==> src/rtl/xeng_tap_sched.sv <==
// Tap-chain scheduler for the X-engine: sequences antenna windows within a block,
// drives the accumulator reset and mux select, and reports finished windows after a fixed dump latency.
module xeng_tap_sched #(
   parameter int SERIAL_ACC_LEN_BITS = 7,
   parameter int N_ANTS              = 8,
   parameter int TAP_SEPARATION      = 1,
   parameter int DUMP_LATENCY        = 4,
   localparam int AB                 = $clog2(N_ANTS)
) (
   input  logic                           clk,
   input  logic                           rst,
   input  logic                           arm,
   input  logic                           disarm,
   input  logic                           sync_in,
   input  logic                           din_valid,
   output logic                           chain_rst,
   output logic [SERIAL_ACC_LEN_BITS-1:0] samp_idx,
   output logic [AB-1:0]                  ant_idx,
   output logic                           mux_end,
   output logic                           win_done,
   output logic [AB-1:0]                  dump_ant,
   output logic [31:0]                    block_cnt,
   output logic                           running,
   output logic                           err_gap,
   output logic                           err_resync
);

   localparam int FW = $clog2(DUMP_LATENCY + 1);
   localparam logic [SERIAL_ACC_LEN_BITS-1:0] SAMP_MAX = '1;
   localparam logic [AB-1:0] ANT_MAX = AB'(N_ANTS - 1);
   localparam logic [AB:0] TAP_SEP_W = (AB + 1)'(TAP_SEPARATION);
   localparam logic [FW-1:0] FLUSH_LAST = FW'(DUMP_LATENCY - 1);

   typedef enum logic [2:0] {
      S_IDLE  = 3'd0,
      S_ARMED = 3'd1,
      S_RUN   = 3'd2,
      S_FLUSH = 3'd3,
      S_ERR   = 3'd4
   } state_t;

   state_t                           state_r, state_s;
   logic [FW-1:0]                    flush_cnt_r, flush_cnt_s;
   logic                             disarm_lat_r, disarm_lat_s;
   logic                             chain_rst_s;
   logic [SERIAL_ACC_LEN_BITS-1:0]   samp_s;
   logic [AB-1:0]                    ant_s;
   logic [31:0]                      block_cnt_s;
   logic                             err_gap_s, err_resync_s;
   logic                             win_end_s, block_end_s;
   logic [DUMP_LATENCY-1:0]          pipe_v_r;
   logic [DUMP_LATENCY-1:0][AB-1:0]  pipe_a_r;

   assign win_end_s   = (state_r == S_RUN) && (samp_idx == SAMP_MAX);
   assign block_end_s = win_end_s && (ant_idx == ANT_MAX);
   assign win_done    = pipe_v_r[DUMP_LATENCY-1];
   assign dump_ant    = pipe_a_r[DUMP_LATENCY-1];

   // Next-state and next-output decode; every output value describes the state it lands in.
   always_comb begin
      state_s      = state_r;
      flush_cnt_s  = flush_cnt_r;
      disarm_lat_s = disarm_lat_r;
      chain_rst_s  = 1'b0;
      samp_s       = samp_idx;
      ant_s        = ant_idx;
      block_cnt_s  = block_cnt;
      err_gap_s    = err_gap;
      err_resync_s = err_resync;
      case (state_r)
         S_IDLE: begin
            if (arm) begin
               state_s      = S_ARMED;
               err_gap_s    = 1'b0;
               err_resync_s = 1'b0;
            end else begin
               state_s = S_IDLE;
            end
         end
         S_ARMED: begin
            if (disarm) begin
               state_s = S_IDLE;
            end else if (sync_in && din_valid) begin
               state_s     = S_RUN;
               chain_rst_s = 1'b1;
               samp_s      = '0;
               ant_s       = '0;
            end else begin
               state_s = S_ARMED;
            end
         end
         S_RUN: begin
            if (!din_valid) begin
               state_s      = S_ERR;
               err_gap_s    = 1'b1;
               chain_rst_s  = 1'b1;
               disarm_lat_s = 1'b0;
            end else if (sync_in && !block_end_s) begin
               err_resync_s = 1'b1;
               chain_rst_s  = 1'b1;
               samp_s       = '0;
               ant_s        = '0;
               disarm_lat_s = disarm_lat_r | disarm;
            end else begin
               samp_s = samp_idx + 1'b1;
               if (win_end_s) begin
                  ant_s = (ant_idx == ANT_MAX) ? '0 : ant_idx + 1'b1;
               end else begin
                  ant_s = ant_idx;
               end
               // A disarm seen on the boundary cycle itself still stops at this boundary.
               if (block_end_s) begin
                  block_cnt_s = block_cnt + 32'd1;
                  if (disarm_lat_r || disarm) begin
                     state_s      = S_FLUSH;
                     flush_cnt_s  = '0;
                     disarm_lat_s = 1'b0;
                  end else begin
                     disarm_lat_s = 1'b0;
                  end
               end else begin
                  disarm_lat_s = disarm_lat_r | disarm;
               end
            end
         end
         S_FLUSH: begin
            if (flush_cnt_r == FLUSH_LAST) begin
               state_s = S_IDLE;
            end else begin
               flush_cnt_s = flush_cnt_r + 1'b1;
            end
         end
         S_ERR: begin
            if (arm) begin
               state_s      = S_ARMED;
               err_gap_s    = 1'b0;
               err_resync_s = 1'b0;
            end else begin
               chain_rst_s = 1'b1;
            end
         end
         default: begin
            state_s     = S_IDLE;
            chain_rst_s = 1'b1;
         end
      endcase
   end

   // State, counters and registered outputs.
   always_ff @(posedge clk or posedge rst) begin
      if (rst) begin
         state_r      <= S_IDLE;
         flush_cnt_r  <= '0;
         disarm_lat_r <= 1'b0;
         chain_rst    <= 1'b1;
         samp_idx     <= '0;
         ant_idx      <= '0;
         mux_end      <= 1'b0;
         block_cnt    <= 32'd0;
         running      <= 1'b0;
         err_gap      <= 1'b0;
         err_resync   <= 1'b0;
      end else begin
         state_r      <= state_s;
         flush_cnt_r  <= flush_cnt_s;
         disarm_lat_r <= disarm_lat_s;
         chain_rst    <= chain_rst_s;
         samp_idx     <= samp_s;
         ant_idx      <= ant_s;
         mux_end      <= (state_s == S_RUN) && ({1'b0, ant_s} < TAP_SEP_W);
         block_cnt    <= block_cnt_s;
         running      <= (state_s == S_RUN);
         err_gap      <= err_gap_s;
         err_resync   <= err_resync_s;
      end
   end

   // Dump pipeline: runs in every state so windows closed before a stop still report.
   always_ff @(posedge clk or posedge rst) begin
      if (rst) begin
         pipe_v_r <= '0;
         pipe_a_r <= '0;
      end else begin
         pipe_v_r[0] <= win_end_s;
         pipe_a_r[0] <= ant_idx;
         for (int i = 1; i < DUMP_LATENCY; i++) begin
            pipe_v_r[i] <= pipe_v_r[i-1];
            pipe_a_r[i] <= pipe_a_r[i-1];
         end
      end
   end

endmodule

==> config.mk <==
export PLATFORM = sky130hd
export DESIGN_NAME = xeng_tap_sched
export DESIGN_NICKNAME = d
export VERILOG_FILES = /design/src/rtl/xeng_tap_sched.sv
export SDC_FILE = /design/constraint.sdc
export NUM_CORES = 1
export LEC_CHECK = 0
export ABC_AREA = 1
export BUFFER_PORTS_ARGS = -buffer_cell sky130_fd_sc_hd__buf_2
export CAP_MARGIN = 20
export CORE_MARGIN = 5
export CORE_UTILIZATION = 45
export DETAILED_ROUTE_END_ITERATION = 10
export GPL_ROUTABILITY_DRIVEN = 0
export PLACE_DENSITY_LB_ADDON = 0.3
export SETUP_SLACK_MARGIN = 0.3
export SKIP_CTS_REPAIR_TIMING = 1
export SYNTH_ARGS = -nofsm -noshare
export SYNTH_HDL_FRONTEND = slang
export SYNTH_SLANG_ARGS = --single-unit
==> constraint.sdc <==
create_clock -name clk -period 2.6 [get_ports clk]
set_clock_uncertainty 0.15 [all_clocks]
set_input_delay 0.13 -clock clk [delete_from_list [all_inputs] [get_ports clk]]
set_output_delay 0.13 -clock clk [all_outputs]
set_load 0.02 [all_outputs]
Word-level counts from Yosys, hierarchy flattened

Index checks and enable logic that the tools add are counted.

Flip-flop bits (word level): 70
Latch bits: 0
Bits in writable memories: 0
ROM bits: 0
Input port bits: 6
Output and inout port bits: 51
Word-level logic and storage cells: 102
Memories: 0

Add/subtract/negate cells: 4
$mul: 0
Div/mod/pow operators: 0
$lt $le $gt $ge: 1
Equality and inequality tests: 18
Shift-type cells: 0
Muxes and demuxes: 43
Bitwise gates (word level): 2
Reduce and logical (&&, ||, !) cells: 18

Operators with widths:

| kind                                          | count |
|---|---|
| 2-to-1 mux 3 bit                              | 17 |
| adder 32 x 1 -> 32 bit, second input constant | 1 |
| 2-to-1 mux 7 bit                              | 4 |
| case mux 3 bit (5 select lines)               | 1 |
| != test 2 bit, second input constant          | 7 |
| case mux 7 bit (2 select lines)               | 1 |
| 2-to-1 mux 1 bit                              | 13 |
| == test 3 x 2 -> 1 bit, second input constant | 4 |
| case mux 3 bit (2 select lines)               | 2 |
| AND reduction 4 bit                           | 3 |
| adder 7 x 1 -> 7 bit, second input constant   | 1 |
| == test 7 bit, second input constant          | 1 |
| adder 3 x 1 -> 3 bit, second input constant   | 2 |
| == test 3 bit, second input constant          | 2 |
| != test 2 x 1 -> 1 bit, second input constant | 3 |
| AND reduction 6 bit                           | 1 |
| nonzero test 2 bit                            | 3 |
| logical AND 1 bit                             | 5 |
| 2-to-1 mux 2 bit                              | 2 |
| case mux 1 bit (2 select lines)               | 2 |
| case mux 1 bit (4 select lines)               | 1 |
| OR reduction 2 bit                            | 2 |
| == test 3 x 1 -> 1 bit, second input constant | 1 |
| logical NOT 3 bit                             | 1 |
| other kinds (6)                               | 6 |

Depth between registers and ports, before layout

Gate-level depths: netlist (run 1).

Word-level depth: 10
Depth in mapped cells: 11
Gate-level depth less buffers: 11

Worst setup path after synthesis (run 1)

OpenSTA, ideal clock, no wires.

Path kind: register -> register
Start: register samp_idx[1]
End: register block_cnt[16]
Library setup time: 130 ps
Arrival time: 1624 ps
Data required time: 2320 ps
Path slack: 695 ps
Cell stages (with the launch flop): 10
Buffers on the path: 0
Period minus slack after synthesis: 1905 ps
Cells stage by stage: dfrtp_1 -> ha_1 -> nand3_2 -> nor2_4 -> nand2_1 -> inv_2 -> nand3_4 -> nor2_4 -> nand3_1 -> xnor2_1

Cells in the longest elaborated chain, start to end: 7

Ends and longest elaborated chain:

| item                                   | RTL line | source |
|---|---|---|
| from (decl)                            | 17       | `output logic [SERIAL_ACC_LEN_BITS-1:0] samp_idx,` |
| from (signal assigned)                 | 168      | `samp_idx <= samp_s;` |
| == test 7 bit *                        | 54       | `assign win_end_s = (state_r == S_RUN) && (samp_idx == SAMP_MAX);` |
| logical AND 1 bit *                    | 54       |  |
| net win_end_s                          | 50       | `logic win_end_s, block_end_s;` |
| logical AND 1 bit *                    | 55       | `assign block_end_s = win_end_s && (ant_idx == ANT_MAX);` |
| logical NOT 1 bit                      | 98       | `end else if (sync_in && !block_end_s) begin` |
| logical AND 1 bit                      | 98       |  |
| NOT 1 bit (no source line)             | n/a      |  |
| AND reduction 4 bit (no source line) * | n/a      |  |
| to (signal assigned)                   | 171      | `block_cnt <= block_cnt_s;` |
| to (decl)                              | 22       | `output logic [31:0] block_cnt,` |

The timed path passes the listed nets; every way through them passes the cells marked *.
A chain may end at the register's enable or synchronous reset.

Worst setup path in the final report (run 1)

Start: register samp_idx[1]
End: register flush_cnt_r[1]

Cells in the longest elaborated chain, start to end: 7
Elaborated cells between the ends (all ways): 8
Those cells by class: 3 x eq/ne; 5 x reduce/logical

Ends and longest elaborated chain:

| item                                   | RTL line | source |
|---|---|---|
| == test 7 bit *                        | 54       |  |
| logical AND 1 bit *                    | 54       |  |
| logical AND 1 bit *                    | 55       |  |
| logical NOT 1 bit                      | 98       |  |
| logical AND 1 bit                      | 98       |  |
| != test 2 bit (no source line)         | n/a      |  |
| AND reduction 6 bit (no source line) * | n/a      |  |
| to (signal assigned)                   | 165      | `flush_cnt_r <= flush_cnt_s;` |
| to (decl)                              | 43       | `logic [FW-1:0] flush_cnt_r, flush_cnt_s;` |

Mark *: on every way between the ends. The rest lies on a longest branch, timed or not.

==> results of run 1 <==
-- state kept, by name (all words and copies together) (netlist names) --
name and flops:
running 1, flush_cnt_r 3, mux_end 1, err_resync 1, disarm_lat_r 1, dump_ant 3, pipe_v_r 4, state_r 3
block_cnt 32, samp_idx 7, pipe_a_r 9, ant_idx 3, err_gap 1, chain_rst 1
-- critical path, cell delays in order (launching register included) --
cell     delay [ns]
dfrtp_1        0.39
ha_1           0.20
nand3_2        0.13
nor2_4         0.19
nand3_4        0.17
nor2_8         0.27
nand2_1        0.11
nand2_1        0.07
nand2_1        0.12
nand2_1        0.09
o21ai_1        0.06
-- cell usage after synthesis (5+ instances only) --
cell     count
nand2_1    127
dfrtp_1     69
inv_1       56
nor2_1      43
nand3_1     22
nor3_1      20
xor2_1      18
o21ai_0     11
a21oi_1      8
xnor2_1      7
ha_1         6
nand4_1      5
-- cell families (layout without fill, tap and decap cells) --
family | Yosys count | count (layout) | synth area share
AND/OR/NAND/NOR | 239 | 240 | 0.3103
flip-flops | 70 | 70 | 0.4930
adder cells (fa/ha/maj) | 6 | 6 | 0.02111
AO/OA/AOI/OAI | 27 | 27 | 0.04258
XOR/XNOR | 25 | 25 | 0.06158
buffers and inverters | 64 | 135 | 0.07143
-- worst paths after layout --
check / from / end / slack [ns]
hold reg to reg: pipe_a_r[5] / pipe_a_r[8] / 0.20
setup reg to reg: samp_idx[1] / flush_cnt_r[1] / 0.54
setup / recovery: samp_idx[1] / flush_cnt_r[1] / 0.54
hold / removal: din_valid / ant_idx[2] / -0.001
max in group asynchronous: rst / chain_rst / 1.23
min in group asynchronous: rst / dump_ant[0] / 0.25
-- layout make-up --
class	count	area, um^2
Clock buffer	9	123.9
Clock inverter	7	77.57
Fill cell	697	3548
Inverter	59	221.5
Multi-Input combinational cell	298	1560
Sequential cell	70	1753
Tap cell	102	127.6
Timing Repair Buffer	60	315.3
-- metrics by stage --
step           cell area, um^2  utilization  setup WS (ns)  total power, mW
4_1_cts                   4148       0.5368         0.4765            2.689
3_5_place_dp              3946       0.5107         0.4968            1.778
2_1_floorplan             3556            -         0.5534            1.631
6_report                  4179       0.5408         0.5434            2.666
5_1_grt                   4179       0.5408         0.3358            2.839
3_3_place_gp              3946       0.5107         0.5672            1.765
-- metal layers --
layer  GRT usage  vias to the layer above  wire, um
met1      0.2352                     1431      3668
met2      0.2691                       74      3748
met4     0.07038                        0       109
li1            -                     1486         -
met5           0                        -         0
met3     0.05096                       13       528
-- where the power goes --
part	switching [mW]	total (mW)	internal [mW]	leakage, nW
Combinational	0.333	0.492	0.158	1.17
Sequential	0.0772	1.27	1.19	0.922
Clock	0.452	0.907	0.455	0.101
Total	0.862	2.67	1.80	2.19
==> implementation parameters, run 1 <==
Parameter                              Value

Synthesis
  EDFF count, synth ... 0
  Fraction of synthesized cell area taken by the top area cell type ... 0.4856
  Mapped Cells ... 431
  Post-synthesis cell type count ... 34
  Biggest area contributors in the synthesized netlist ... dfrtp_1, nand2_1, inv_1
  Post-synth top area cell ... dfrtp_1
  Synth Area per Inst ... 8.250 um^2
  Dominant synthesized flop cell ... dfrtp_1
  Yosys warning total ... 0
  Syn Std Cell Area ... 3556 um^2
  Flip-flop and latch count after synthesis ... 70
  Sequential-to-total area share from yosys stat ... 0.4930
  Async set or reset register ratio after synthesis ... 1.000
  Post-synth net total ... 443

Finish
  Antenna fix cells ... 0
  Ratio of cells with drive above 1 in the final layout ... 0.1948
  Syn-to-layout area delta ... 17.52%
  Final Instance Count excl. Fillers ... 605
  Most frequent cells in the layout ... nand2_1, dfrtp_1, buf_2
  Number of nets in the finished design ... 510
  Leading cell type in the layout, fill and taps excluded ... nand2_1

Detailed routing
  Length of the first detailed-routing pass in iterations ... 4
  Final routed wire length divided by cell count ... 13.31 um
  DRC marker count from the first detailed-route iteration ... 134
  Drc violations ... 0
  Via count normalized by instance count ... 4.965
  Via total after detailed routing ... 3004
  Drt total wl ... 8054 um
  Residual antenna-violating net count after detailed routing ... 0

STA
  Actual transition at the worst max-transition pin ... 0.6326 ns
  Count of final hold-check violations ... 1
  Hold slack final ... -0.001320 ns
  Max frequency ... 0.4862 GHz
  Relative slew slack ... 0.5776
  Total of endpoints with negative setup slack in the final report ... 0
  Final Max Tran Viols ... 0
  Sum Neg Setup Slack ... 0 ns
  Shortest period the worst path allows ... 2.057 ns
  Share of the cycle needed by the critical path after routing ... 0.7910
  Unrepaired setup endpoints after global routing ... no

Power and ir drop
  Worst supply voltage drop on vdd ... 0.4757 mV
  Leakage power summed over all cells ... 2.190 nW
  Power per cell area ... 637.9 nW/um^2

Clock network
  Clock root cell ... clkbuf_8
  Buffers from clock root to sink, at most ... 2
  Sinks on Clock Net ... 70
  Count of H-tree levels built during CTS ... 3
  Clock input transition at the sequential cells of the worst setup and hold paths ... 0.08 ns
  CTS tree ... built
  Insertion delay of the later-clocked pin in the worst-skew pair ... 0.35 ns
  Inserted Clock Buffers ... 9

Critical path
  Data arrival time of the critical path ... 2.14 ns
  Crit Path Class ... reg -> reg
  Logic depth of the worst register-to-register path ... 10
  Kind of capture point of the worst setup path ... register
  Crit path required time ... 2.68 ns
  Maximum net fanout on the critical path ... 14
  CP Launch Type ... register

Placed design
  Placed insts ... 586
  Final HPWL DP ... 6119 um
  Number of port buffers ... 56

Status
  Violations in the final reports ... hold timing
  Status ... finished, violations left

GRT
  Largest net degree at the start of global routing ... 33
  Global-route wire length before repair ... 13900 um
  All-layer global routing usage ... 0.1760
  Antenna violations before repair ... 0
  Overflow left after global routing ... 0
  Via count of the first global-routing pass ... 2945

Flow run
  Number of maximum-capacitance constraint violations ... 0

Floorplanning
  Row count ... 32
  Effective utilization at floorplan ... 0.4602
  Die boundary height ... 98.90 um
  Die outline width ... 98.90 um
  Core region area ... 7727 um^2
  # IOs ... 57
  Area of the die ... 9780 um^2

Worst hold path
  Cells on Worst Hold Path ... 3
  Worst min path class ... in -> reg
No activity file was read; power rests on OpenSTA's default activity.
==> inputs of run 2 (changes only) <==
clock period = 1.9 ns   (was 2.6 ns; I/O delays follow)
==> run 2 against run 1 <==
The flow finishes with violations (setup timing). Sequential share of layout area fell by 7.6 points. Final area rose by 23%. Clock power rose by 54%. Setup slack got worse by 0.55 ns. Routed wire length rose by 20%. Global-route usage rose by 0.39 points. Sequential power rose by 38%. Power rose by 57%. Utilization rose by 12 points.
==> implementation parameters, run 2 (synthesis results as in run 1) <==
Parameter                              Value

Critical path
  Beginning of the worst register-to-register path ... samp_idx[0]
  CP startpoint ... samp_idx[0]
  Crit Path Class ... reg -> reg
  Flop-to-flop setup slack ... -0.002 ns
  Crit path required time ... 1.98 ns
  Logic depth of the worst register-to-register path ... 9
  Kind of capture point of the worst setup path ... register
  Maximum net fanout on the critical path ... 7
  Destination of the worst register-to-register timing path ... block_cnt[9]
  CP Launch Type ... register
  Data arrival time of the critical path ... 1.98 ns
  Endpoint of the worst setup timing path ... block_cnt[9]

Worst hold path
  Worst min path class ... in -> reg

Status
  Violations in the final reports ... setup timing
  Status ... finished, violations left

Power and ir drop
  Clk pwr share ... 0.336
  Switching power ... 1.355 mW
  Worst supply voltage drop on vdd ... 0.7288 mV
  Leakage power summed over all cells ... 2.622 nW
  Relative contribution of sequential cells to total power ... 0.420
  Power per cell area ... 811.6 nW/um^2
  Proportion of total power due to net switching ... 0.3246
  Cell-internal power ... 2.819 mW
  Gate power share ... 0.243

Detailed routing
  Residual antenna-violating net count after detailed routing ... 0
  Drc violations ... 0
  Via count normalized by instance count ... 5.011
  Length of the first detailed-routing pass in iterations ... 4
  Via total after detailed routing ... 3227
  Final routed wire length divided by cell count ... 15.02 um
  Drt total wl ... 9676 um
  DRC marker count from the first detailed-route iteration ... 168

Finish
  Ratio of cells with drive above 1 in the final layout ... 0.4410
  Antenna fix cells ... 0
  Number of inserted filler cells in the final layout ... 563
  Number of nets in the finished design ... 549
  Syn-to-layout area delta ... 44.62%
  Most frequent cells in the layout ... nand2_1, dfrtp_1, buf_2
  Largest registers in the final layout ... block_cnt: 32 flops, pipe_a_r: 9 flops, samp_idx: 7 flops
  Most flops, register ... block_cnt
  Number of flip-flops under the largest register name ... 32
  Leading cell type in the layout, fill and taps excluded ... nand2_1

GRT
  Global-route wire length before repair ... 14220 um
  Largest net degree at the start of global routing ... 54
  Via count of the first global-routing pass ... 2995
  Overflow left after global routing ... 0
  Antenna violations before repair ... 0
  All-layer global routing usage ... 0.1799

Clock network
  Clock input transition at the sequential cells of the worst setup and hold paths ... 0.09 ns
  Inserted Clock Buffers ... 9
  Sinks on Clock Net ... 70
  Count of H-tree levels built during CTS ... 3
  CTS tree ... built
  Insertion delay of the later-clocked pin in the worst-skew pair ... 0.36 ns
  Clock root cell ... clkbuf_8
  Buffers from clock root to sink, at most ... 2

STA
  Total of endpoints with negative setup slack in the final report ... 1
  Share of the cycle needed by the critical path after routing ... 1.001
  Count of final hold-check violations ... 0
  Shortest period the worst path allows ... 1.902 ns
  Final Max Tran Viols ... 0
  Max frequency ... 0.5256 GHz
  Actual transition at the worst max-transition pin ... 0.4230 ns
  Hold slack final ... 0.01639 ns
  Worst setup slack after layout ... -0.002414 ns
  Relative slew slack ... 0.7174
  Unrepaired setup endpoints after global routing ... yes

Floorplanning
  Area of the die ... 9780 um^2
  Core region area ... 7727 um^2
  Effective utilization at floorplan ... 0.4602
  Die boundary height ... 98.90 um
  Row count ... 32
  # IOs ... 57
  Die outline width ... 98.90 um

Placed design
  Number of port buffers ... 56
  Setup slack after placement ... 0.03390 ns
  Final HPWL DP ... 6076 um

Flow run
  Number of maximum-capacitance constraint violations ... 0
==> run 2: changes by cell type in the layout (fill, tap and decap cells not counted), moves of 8 or more <==
cell,previous run,this run
nand2_1,127,92
buf_4,2,28
nand2_2,3,22
nand2_4,1,17
nor2_1,43,28
nor3_1,20,7
dfrtp_1,69,58
dfrtp_2,0,11
nor3_2,1,11
o21ai_0,11,1
nor2_4,4,13
nand3_1,22,14
==> run 2: how the worst min path moves through the flow <==
stage | end | slack, ns | start | cells past startpoint
2_1_floorplan | ant_idx[2] | 0.11 | rst | 1
3_3_place_gp | dump_ant[0] | -0.04 | rst | 2
3_5_place_dp | dump_ant[0] | -0.03 | rst | 2
4_1_cts | dump_ant[0] | -0.40 | rst | 2
5_1_grt | chain_rst | 0.04 | disarm | 4
6_report | chain_rst | 0.02 | disarm | 4
==> run 2: critical path: stages, from the launching register on <==
cell and delay, ns:
dfrtp_2 0.40, ha_4 0.16, nand3_4 0.09, nor2_4 0.17
nand3_4 0.13, nor2_8 0.22, nand2_4 0.10, nor2_4 0.12
nand2_1 0.08, xor2_1 0.14
==> run 2: final cells by class <==
| type | count | area, um^2 | share of cell area |
|---|---|---|---|
| inverters | 59 | 230.2 | 0.04477 |
| repair buffers | 100 | 719.4 | 0.1399 |
| clock buffers | 10 | 137.6 | 0.02676 |
| multi-input cells | 297 | 2066 | 0.4017 |
| flip-flops and latches | 70 | 1767 | 0.3436 |
| well taps | 102 | 127.6 | 0.02482 |
| clock inverters | 6 | 95.09 | 0.01849 |
==> run 2: per-layer routing <==
metal  vias to the layer above  global-route usage  share of wire
met2                       106              0.2774           0.50
met4                         0             0.09349          0.035
met1                      1525              0.2352           0.41
li1                       1568                   -              -
met5                         -                   0              0
met3                        28             0.04317          0.054
==> run 2: stage by stage <==
step | setup TNS [ns] | instance area [um^2] | instances | total power [mW] | utilization
final | -0.002414 | 5142 | 644 | 4.174 | 0.6655
after detailed placement | 0 | 4096 | 595 | 2.466 | 0.5301
after floorplan | 0 | 3626 | 431 | 2.252 | -
after global routing | -0.1348 | 5142 | 644 | 4.373 | 0.6655
after CTS | 0 | 4329 | 611 | 3.856 | 0.5602
after global placement | 0 | 4096 | 595 | 2.452 | 0.5301
==> run 2: power groups by stage <==
| stage | clock (mW) | combinational (mW) | sequential (mW) |
|---|---|---|---|
| CTS | 1.41 | 0.709 | 1.74 |
| global route | 1.49 | 1.11 | 1.77 |
| finish | 1.40 | 1.02 | 1.75 |
| global placement | 0 | 0.692 | 1.76 |
| floorplan | 0 | 0.416 | 1.84 |
| detailed placement | 0 | 0.700 | 1.77 |
==> inputs of run 3 (changes only) <==
clock period = 1.8 ns   (was 1.9 ns; I/O delays follow)
==> run 3 against run 2 <==
The flow finishes with violations (hold timing, setup timing). Maximum frequency is 3.5% higher. Non-clock buffer count grew 12. Count of clock-buffer cells in the layout is 1 lower. Die area unchanged. Critical path type unchanged.
==> implementation parameters, run 3 (synthesis results as in run 1) <==
Parameter                              Value

Finish
  Final Core Density ... 0.6540
  Number of inserted filler cells in the final layout ... 600
  Syn-to-layout area delta ... 42.12%
  Ratio of cells with drive above 1 in the final layout ... 0.4079
  Number of flip-flops under the largest register name ... 32
  Most flops, register ... block_cnt
  Antenna fix cells ... 0
  Multi-input gate area ... 1943 um^2
  Largest registers in the final layout ... block_cnt: 32 flops, pipe_a_r: 9 flops, samp_idx: 7 flops
  Leading cell type in the layout, fill and taps excluded ... nand2_1
  Number of nets in the finished design ... 561
  FF/Latch Area ... 1764 um^2
  Most frequent cells in the layout ... nand2_1, dfrtp_1, buf_2

Detailed routing
  Drt total wl ... 9270 um
  Final routed wire length divided by cell count ... 14.13 um
  DRC marker count from the first detailed-route iteration ... 194
  Via total after detailed routing ... 3304
  Via count normalized by instance count ... 5.037
  Length of the first detailed-routing pass in iterations ... 5
  Residual antenna-violating net count after detailed routing ... 0
  Drc violations ... 0

STA
  Worst setup slack after layout ... -0.03745 ns
  Max frequency ... 0.5442 GHz
  Final Max Tran Viols ... 0
  Shortest period the worst path allows ... 1.837 ns
  Sum Neg Setup Slack ... -0.1060 ns
  Unrepaired setup endpoints after global routing ... yes
  Relative slew slack ... 0.6439
  Count of final hold-check violations ... 2
  Actual transition at the worst max-transition pin ... 0.5330 ns
  Total of endpoints with negative setup slack in the final report ... 6
  Share of the cycle needed by the critical path after routing ... 1.021
  Hold slack final ... -0.02454 ns

GRT
  Antenna violations before repair ... 0
  Overflow left after global routing ... 0
  Via count of the first global-routing pass ... 3095
  Global-route wire length before repair ... 14490 um
  Largest net degree at the start of global routing ... 27
  All-layer global routing usage ... 0.1821

Worst hold path
  Cells on Worst Hold Path ... 4
  Worst min-delay path endpoint ... err_resync
  Hold path start ... arm
  Worst min path class ... in -> reg

Floorplanning
  Area of the die ... 9780 um^2
  Row count ... 32
  Die outline width ... 98.90 um
  Effective utilization at floorplan ... 0.4602
  Die boundary height ... 98.90 um
  # IOs ... 57
  Core region area ... 7727 um^2

Critical path
  Logic depth of the worst register-to-register path ... 8
  Kind of capture point of the worst setup path ... register
  Maximum net fanout on the critical path ... 4
  Data arrival time of the critical path ... 1.93 ns
  Largest stage delay on the critical path ... 0.41 ns
  Crit Path Class ... reg -> reg
  Flop-to-flop setup slack ... -0.04 ns
  Beginning of the worst register-to-register path ... block_cnt[1]
  Cell chain of the critical path ... ha_2 -> nand2_2 -> inv_2 -> nand4_1 -> buf_4 -> nor2_4 -> nand3_2 -> xnor2_2
  Destination of the worst register-to-register timing path ... block_cnt[14]
  Crit path required time ... 1.89 ns
  Highest-delay cell along the critical path ... dfrtp_1
  CP Launch Type ... register

Clock network
  Clock input transition at the sequential cells of the worst setup and hold paths ... 0.08 ns
  Inserted Clock Buffers ... 9
  Clock root cell ... clkbuf_8
  Insertion delay of the later-clocked pin in the worst-skew pair ... 0.35 ns
  CTS tree ... built
  Count of H-tree levels built during CTS ... 3
  Sinks on Clock Net ... 70
  Buffers from clock root to sink, at most ... 2

Power and ir drop
  Worst supply voltage drop on vdd ... 0.8148 mV
  Total power ... 4.238 mW
  Power per cell area ... 838.6 nW/um^2
  Leakage power summed over all cells ... 2.578 nW

Status
  Violations in the final reports ... hold timing, setup timing
  Status ... finished, violations left

Placed design
  Final HPWL DP ... 6360 um
  Setup slack after placement ... -0.01425 ns
  Number of port buffers ... 56

Flow run
  Number of maximum-capacitance constraint violations ... 0
## run 3: worst max-delay path by stage
| stage | start | end | slack [ns] | cells past startpoint |
|---|---|---|---|---|
| 2_1_floorplan | samp_idx[1] | block_cnt[14] | 0.02 | 9 |
| 3_3_place_gp | block_cnt[1] | block_cnt[26] | 0.02 | 8 |
| 3_5_place_dp | block_cnt[1] | block_cnt[26] | -0.01 | 8 |
| 4_1_cts | block_cnt[1] | block_cnt[26] | -0.03 | 8 |
| 5_1_grt | samp_idx[1] | block_cnt[18] | -0.12 | 9 |
| 6_report | block_cnt[1] | block_cnt[14] | -0.04 | 8 |
## run 3: power breakdown
part	switching [mW]	leakage, nW	total, mW	internal [mW]
registers	0.115	0.909	1.84	1.72
logic	0.651	1.56	1.08	0.426
clock network	0.667	0.105	1.32	0.657
total	1.43	2.58	4.24	2.80
## run 3: worst max-delay path: cells and delay by family, from the launching register on
family / cells / cell delay [ns]
xor+xnor: 1 / 0.14
simple gates: 4 / 0.55
flops: 1 / 0.41
buf+inv: 2 / 0.28
fa+ha+maj: 1 / 0.21
## run 3: layer usage
layer	vias to the layer above	global-route usage	part of all wire
li1	1583	-	-
met1	1581	0.2531	0.43
met2	122	0.2794	0.49
met3	18	0.03255	0.059
met4	0	0.07878	0.020
met5	-	0	0
## run 3: area by class of cell
type / count / area share
well taps: 102 / 0.02525
repair buffers: 112 / 0.1550
inverters: 59 / 0.04605
multi-input cells: 297 / 0.3845
flip-flops and latches: 70 / 0.3491
clock buffers: 9 / 0.02451
clock inverters: 7 / 0.01560
## run 3: stage by stage
stage | cell area (um^2) | instances | hold WS [ns]
after floorplan | 3636 | 431 | 0.1084
after global placement | 4259 | 612 | 0.01856
after detailed placement | 4259 | 612 | 0.01778
after CTS | 4462 | 628 | -0.3751
after global routing | 5054 | 656 | 0.01403
final | 5054 | 656 | -0.02454
